**src/rtl/aes_out_serializer.sv**
```systemverilog
// Serializes 128-bit AES cipher blocks into a byte stream with valid/ready
// handshakes on both sides. One block is shifted out while a second can wait
// in a pending register, so back-to-back blocks stream without a bubble.
//
// Ports:
//   clk, rst      : clock, asynchronous active-high reset
//   cipher_in     : 128-bit block from the round datapath
//   cipher_valid  : cipher_in holds a block
//   cipher_ready  : block accepted when cipher_valid && cipher_ready
//   byte_out      : current output byte
//   byte_valid    : byte_out holds a valid byte
//   byte_ready    : downstream accepts the byte
//   byte_last     : marks byte index 15 of a block
//   byte_idx      : index of the byte on byte_out
//   blk_cnt       : number of fully transferred blocks (wraps)
module aes_out_serializer #(
  parameter bit MSB_FIRST = 1'b1
) (
  input  logic         clk,
  input  logic         rst,
  input  logic [127:0] cipher_in,
  input  logic         cipher_valid,
  output logic         cipher_ready,
  output logic [7:0]   byte_out,
  output logic         byte_valid,
  input  logic         byte_ready,
  output logic         byte_last,
  output logic [3:0]   byte_idx,
  output logic [7:0]   blk_cnt
);

  localparam int unsigned BLK_W   = 128;
  localparam int unsigned BYTE_W  = 8;
  localparam int unsigned IDX_W   = 4;
  localparam int unsigned CNT_W   = 8;
  localparam logic [IDX_W-1:0] LAST_IDX = IDX_W'(15);

  typedef enum logic {
    IDLE = 1'b0,
    SEND = 1'b1
  } state_e;

  state_e             state_q, state_d;
  logic [BLK_W-1:0]   shift_q, shift_d;
  logic [BLK_W-1:0]   pend_q, pend_d;
  logic               pend_full_q, pend_full_d;
  logic [IDX_W-1:0]   idx_q, idx_d;
  logic [CNT_W-1:0]   blk_cnt_q, blk_cnt_d;

  logic               accept;
  logic               xfer;
  logic               last_xfer;
  logic [BLK_W-1:0]   shift_adv;

  // Handshake qualifiers
  assign accept    = cipher_valid && !pend_full_q;
  assign xfer      = (state_q == SEND) && byte_ready;
  assign last_xfer = xfer && (idx_q == LAST_IDX);

  // Shift register moves the next byte into the output position
  generate
    if (MSB_FIRST) begin : g_msb
      assign shift_adv = {shift_q[BLK_W-BYTE_W-1:0], BYTE_W'(0)};
      assign byte_out  = shift_q[BLK_W-1 -: BYTE_W];
    end else begin : g_lsb
      assign shift_adv = {BYTE_W'(0), shift_q[BLK_W-1:BYTE_W]};
      assign byte_out  = shift_q[BYTE_W-1:0];
    end
  endgenerate

  // All outputs are decoded straight from state registers
  assign cipher_ready = !pend_full_q;
  assign byte_valid   = (state_q == SEND);
  assign byte_last    = (state_q == SEND) && (idx_q == LAST_IDX);
  assign byte_idx     = idx_q;
  assign blk_cnt      = blk_cnt_q;

  // State and datapath registers
  always_ff @(posedge clk or posedge rst) begin
    if (rst) begin
      state_q     <= IDLE;
      shift_q     <= '0;
      pend_q      <= '0;
      pend_full_q <= 1'b0;
      idx_q       <= '0;
      blk_cnt_q   <= '0;
    end else begin
      state_q     <= state_d;
      shift_q     <= shift_d;
      pend_q      <= pend_d;
      pend_full_q <= pend_full_d;
      idx_q       <= idx_d;
      blk_cnt_q   <= blk_cnt_d;
    end
  end

  // Next-state and datapath control
  always_comb begin
    state_d     = state_q;
    shift_d     = shift_q;
    pend_d      = pend_q;
    pend_full_d = pend_full_q;
    idx_d       = idx_q;
    blk_cnt_d   = blk_cnt_q;

    unique case (state_q)
      IDLE: begin
        if (accept) begin
          shift_d = cipher_in;
          idx_d   = '0;
          state_d = SEND;
        end
      end

      SEND: begin
        if (last_xfer) begin
          blk_cnt_d = blk_cnt_q + CNT_W'(1);
          idx_d     = '0;
          if (pend_full_q) begin
            // Pending block follows immediately; no acceptance this cycle
            shift_d     = pend_q;
            pend_full_d = 1'b0;
          end else if (accept) begin
            // Bypass: new block goes straight into the shift register
            shift_d = cipher_in;
          end else begin
            shift_d = shift_adv;
            state_d = IDLE;
          end
        end else begin
          if (xfer) begin
            shift_d = shift_adv;
            idx_d   = idx_q + IDX_W'(1);
          end
          if (accept) begin
            pend_d      = cipher_in;
            pend_full_d = 1'b1;
          end
        end
      end

      default: state_d = IDLE;
    endcase
  end

endmodule

```
**config.mk**
```make
export PLATFORM = sky130hd
export DESIGN_NAME = aes_out_serializer
export DESIGN_NICKNAME = d
export VERILOG_FILES = /design/src/rtl/aes_out_serializer.sv
export SDC_FILE = /design/constraint.sdc
export NUM_CORES = 1
export LEC_CHECK = 0
export BUFFER_PORTS_ARGS = -buffer_cell sky130_fd_sc_hd__buf_2
export CAP_MARGIN = 5
export CELL_PAD_IN_SITES_DETAIL_PLACEMENT = 1
export CELL_PAD_IN_SITES_GLOBAL_PLACEMENT = 1
export CORE_ASPECT_RATIO = 1.1
export CORE_MARGIN = 5
export CORE_UTILIZATION = 46
export CTS_BUF_LIST = sky130_fd_sc_hd__clkbuf_16
export DETAILED_ROUTE_END_ITERATION = 6
export PLACE_DENSITY = 0.86
export SKIP_CTS_REPAIR_TIMING = 1
export SLEW_MARGIN = 0
export SYNTH_ARGS = -nofsm -noshare
export SYNTH_HDL_FRONTEND = slang
export SYNTH_SLANG_ARGS = --single-unit
```
**constraint.sdc**
```tcl
create_clock -name clk -period 9.5 [get_ports clk]
set_input_delay 0.95 -clock clk [delete_from_list [all_inputs] [get_ports clk]]
set_output_delay 0.95 -clock clk [all_outputs]
set_load 0.01 [all_outputs]
```
==> out/qor.txt <==
status: complete, no violations
Worst R2R Start: pend_full_q
min Tclk post-route: 4.56 ns
R2R Setup Slk: 4.94 ns
number of synthesized flops with an enable pin: 0
first-pass GRT wire length: 64.1 mm
Clock Pin Slew Worst Setup and Hold Paths: 0.06 ns
vias in the first global route: 12000
Slew @ Worst Pin: 1.10 ns
TritonCTS Buffers: 30
Root Buffer: clkbuf_16
Die Y: 190 um
Longest Clk Path Bufs: 3
I/O pins: 155
number of cells on the worst reg-to-reg path: 6
kind of cell adding the most delay to the critical path: simple AND/OR/NAND/NOR gates
DIE AREA: 33000 um2
initial core utilization: 46.9%
GRT Total Usage: 23.4%
setup violators final: 0
HPWL Detailed: 23.4 mm
post-route clock period utilization: 48.0%
setup TNS: 0 ns
worst r2r dst: shift_q[124]
power per cell area: 291 nW/um2
Synth Cell Area: 13500 um2
routed vias: 11000
via density per instance: 5.96
Post-synth ARST share: 100%
final hold vios: 0
main flop type after synthesis: dfrtp_1
Unique masters post-synth: 34
worst skew pair latency: 0.55 ns
Syn-to-layout area delta: 11.6%
most common cell after layout, fill and taps aside: nand2_1
hold path start: blk_cnt[7]
total power: 4400 uW
area leader, netlist: dfrtp_1
share of cells above drive strength 1: 19.6%
DRT iter0 DRCs: 768
CP max stage cell: dfrtp_4
mean post-synth cell area: 9.82 um2
post-route ant nets: 0
Final Slew Violations: 0
Congestion Overflow GR: 0
Buf/Inv on CP: 2
post-synthesis cell count: 1379
path type of the worst min-delay path: reg -> reg
most used cell, CP: buf_4
post-synthesis sequential area ratio: 49.9%
crit-path max cell delay: 1.01 ns
GP Congestion: 0.774
largest net degree at the start of global routing: 136
Clock Sinks: 270
worst slew margin relative to its limit: 26.9%
Crit Path Category: reg -> reg
Design Area, Final: 15100 um2
final-layout fill cell count: 3270
CP Cell Sequence: buf_4, or3b_4, nand2_4, buf_4, nor2_1, a21oi_1
WL final: 39.0 mm
largest cells by area after synthesis: dfrtp_1, nand2_1, mux2_1, a22o_1, o21ai_0
DRC viols: 0
crit path DAT: 4.98 ns
Routed wire per std cell: 21.2 um
CTS tree: yes
Die X: 174 um
router iterations before antenna repair: 5
synthesis-stage register bit count: 270
Port Buffers: 154
VDD IR-drop max: 0.166 mV
Max FO, Critical Path: 98
CP Capture Type: flop
Yosys Warn Count: 0
CP startpoint kind: flop
area share of the leading cell type in the synthesized netlist: 49.9%
Critical Path RT: 9.92 ns
Post-Place Cell Area: 14300 um2
FMAX: 219 MHz
area of the core: 28900 um2
crit path from: pend_full_q
num rows: 65
hold depth: 1
Max Cap Violations: 0
H-tree depth: 1
antenna violations before repair: 6
Leakage: 0.00708 uW
most frequent cells in the layout: nand2_1, dfrtp_1, buf_2, nor2_1, o21ai_0
RSZ-0062 raised after global routing: false
hold endpoint: blk_cnt[7]
Max Clock Skew: 0.00933 ns
synthesized net count: 1513
fin nets: 1585
-- layer usage --
metal | wire, um | vias to the layer above | share of wire (%) | GRT usage [%]
met5 | 55 | - | 0.14 | 0
met2 | 20100 | 228 | 52 | 43.1
met4 | 745 | 8 | 1.9 | 4.90
met1 | 16500 | 5653 | 42 | 29.5
met3 | 1600 | 56 | 4.1 | 3.30
li1 | - | 5027 | - | -
-- Yosys cell counts (4+ instances only) --
cell type,number
mux2_1,80
buf_6,7
a31oi_1,66
nand4_1,4
mux2_2,48
nand2_1,293
a22o_1,76
xnor2_1,8
nor2_1,137
a21oi_1,54
buf_4,21
buf_2,42
mux2i_1,12
a221oi_2,30
a221oi_1,32
o21ai_0,124
dfrtp_1,270
clkbuf_1,53
-- worst max-delay path by stage --
| stage | endpoint | slack [ns] | cells after the start |
|---|---|---|---|
| finish | shift_q[124] | 4.94 | 6 |
| global route | shift_q[124] | 4.64 | 6 |
| CTS | shift_q[124] | 5.02 | 6 |
| detailed placement | shift_q[121] | 5.04 | 6 |
| global placement | shift_q[7] | 5.08 | 6 |
| floorplan | blk_cnt[0] | 1.11 | 1 |
-- registers in the layout, summed over array words and instances (netlist names) --
signal and flops:
blk_cnt 8, byte_idx 4, byte_valid 1, pend_full_q 1, pend_q 128, shift_q 128
-- cells by family (layout without fill, tap and decap cells) --
family / after synthesis / in the layout / synth area share (%)
fa+ha+maj: 2 / 2 / 0.185
mux: 140 / 140 / 11.5
xor+xnor: 8 / 8 / 0.517
buf+inv: 127 / 218 / 4.88
other cells: 0 / 2 / 0
simple gates: 447 / 447 / 12.8
flops: 270 / 270 / 49.9
compound gates: 385 / 385 / 20.2
-- stage by stage --
stage               setup slack (ns)  hold WS [ns]  cells  util [%]
floorplan                       1.11         0.464   1379         -
global placement                5.08         0.458   1787      49.4
detailed placement              5.04         0.482   1787      49.4
CTS                             5.02         0.491   1838      52.3
global route                    4.64         0.506   1840      52.4
finish                          4.94         0.478   1840      52.4
-- power by group --
part	internal [uW]	total, uW	switching (uW)
sequential	1610	1910	306
combinational	597	1440	847
clock	578	1040	462
total	2780	4400	1610
-- area by class of cell --
class / instances / area (um2) / area share (%)
clock inverter: 20 / 77.6 / 0.513
antenna: 2 / 5.00 / 0.0331
inverter: 2 / 15.0 / 0.0993
multi-input combinational: 982 / 6170 / 40.8
clock buffer: 31 / 776 / 5.13
timing repair buffer: 165 / 853 / 5.65
sequential: 270 / 6760 / 44.7
tap: 368 / 460 / 3.05
-- worst reg2reg max path, stage by stage (launching register included) --
cell	delay, ns
dfrtp_4	1.01
buf_4	0.95
or3b_4	0.96
nand2_4	0.61
buf_4	0.57
nor2_1	0.25
a21oi_1	0.08
Power figures use the tool's default switching activity.
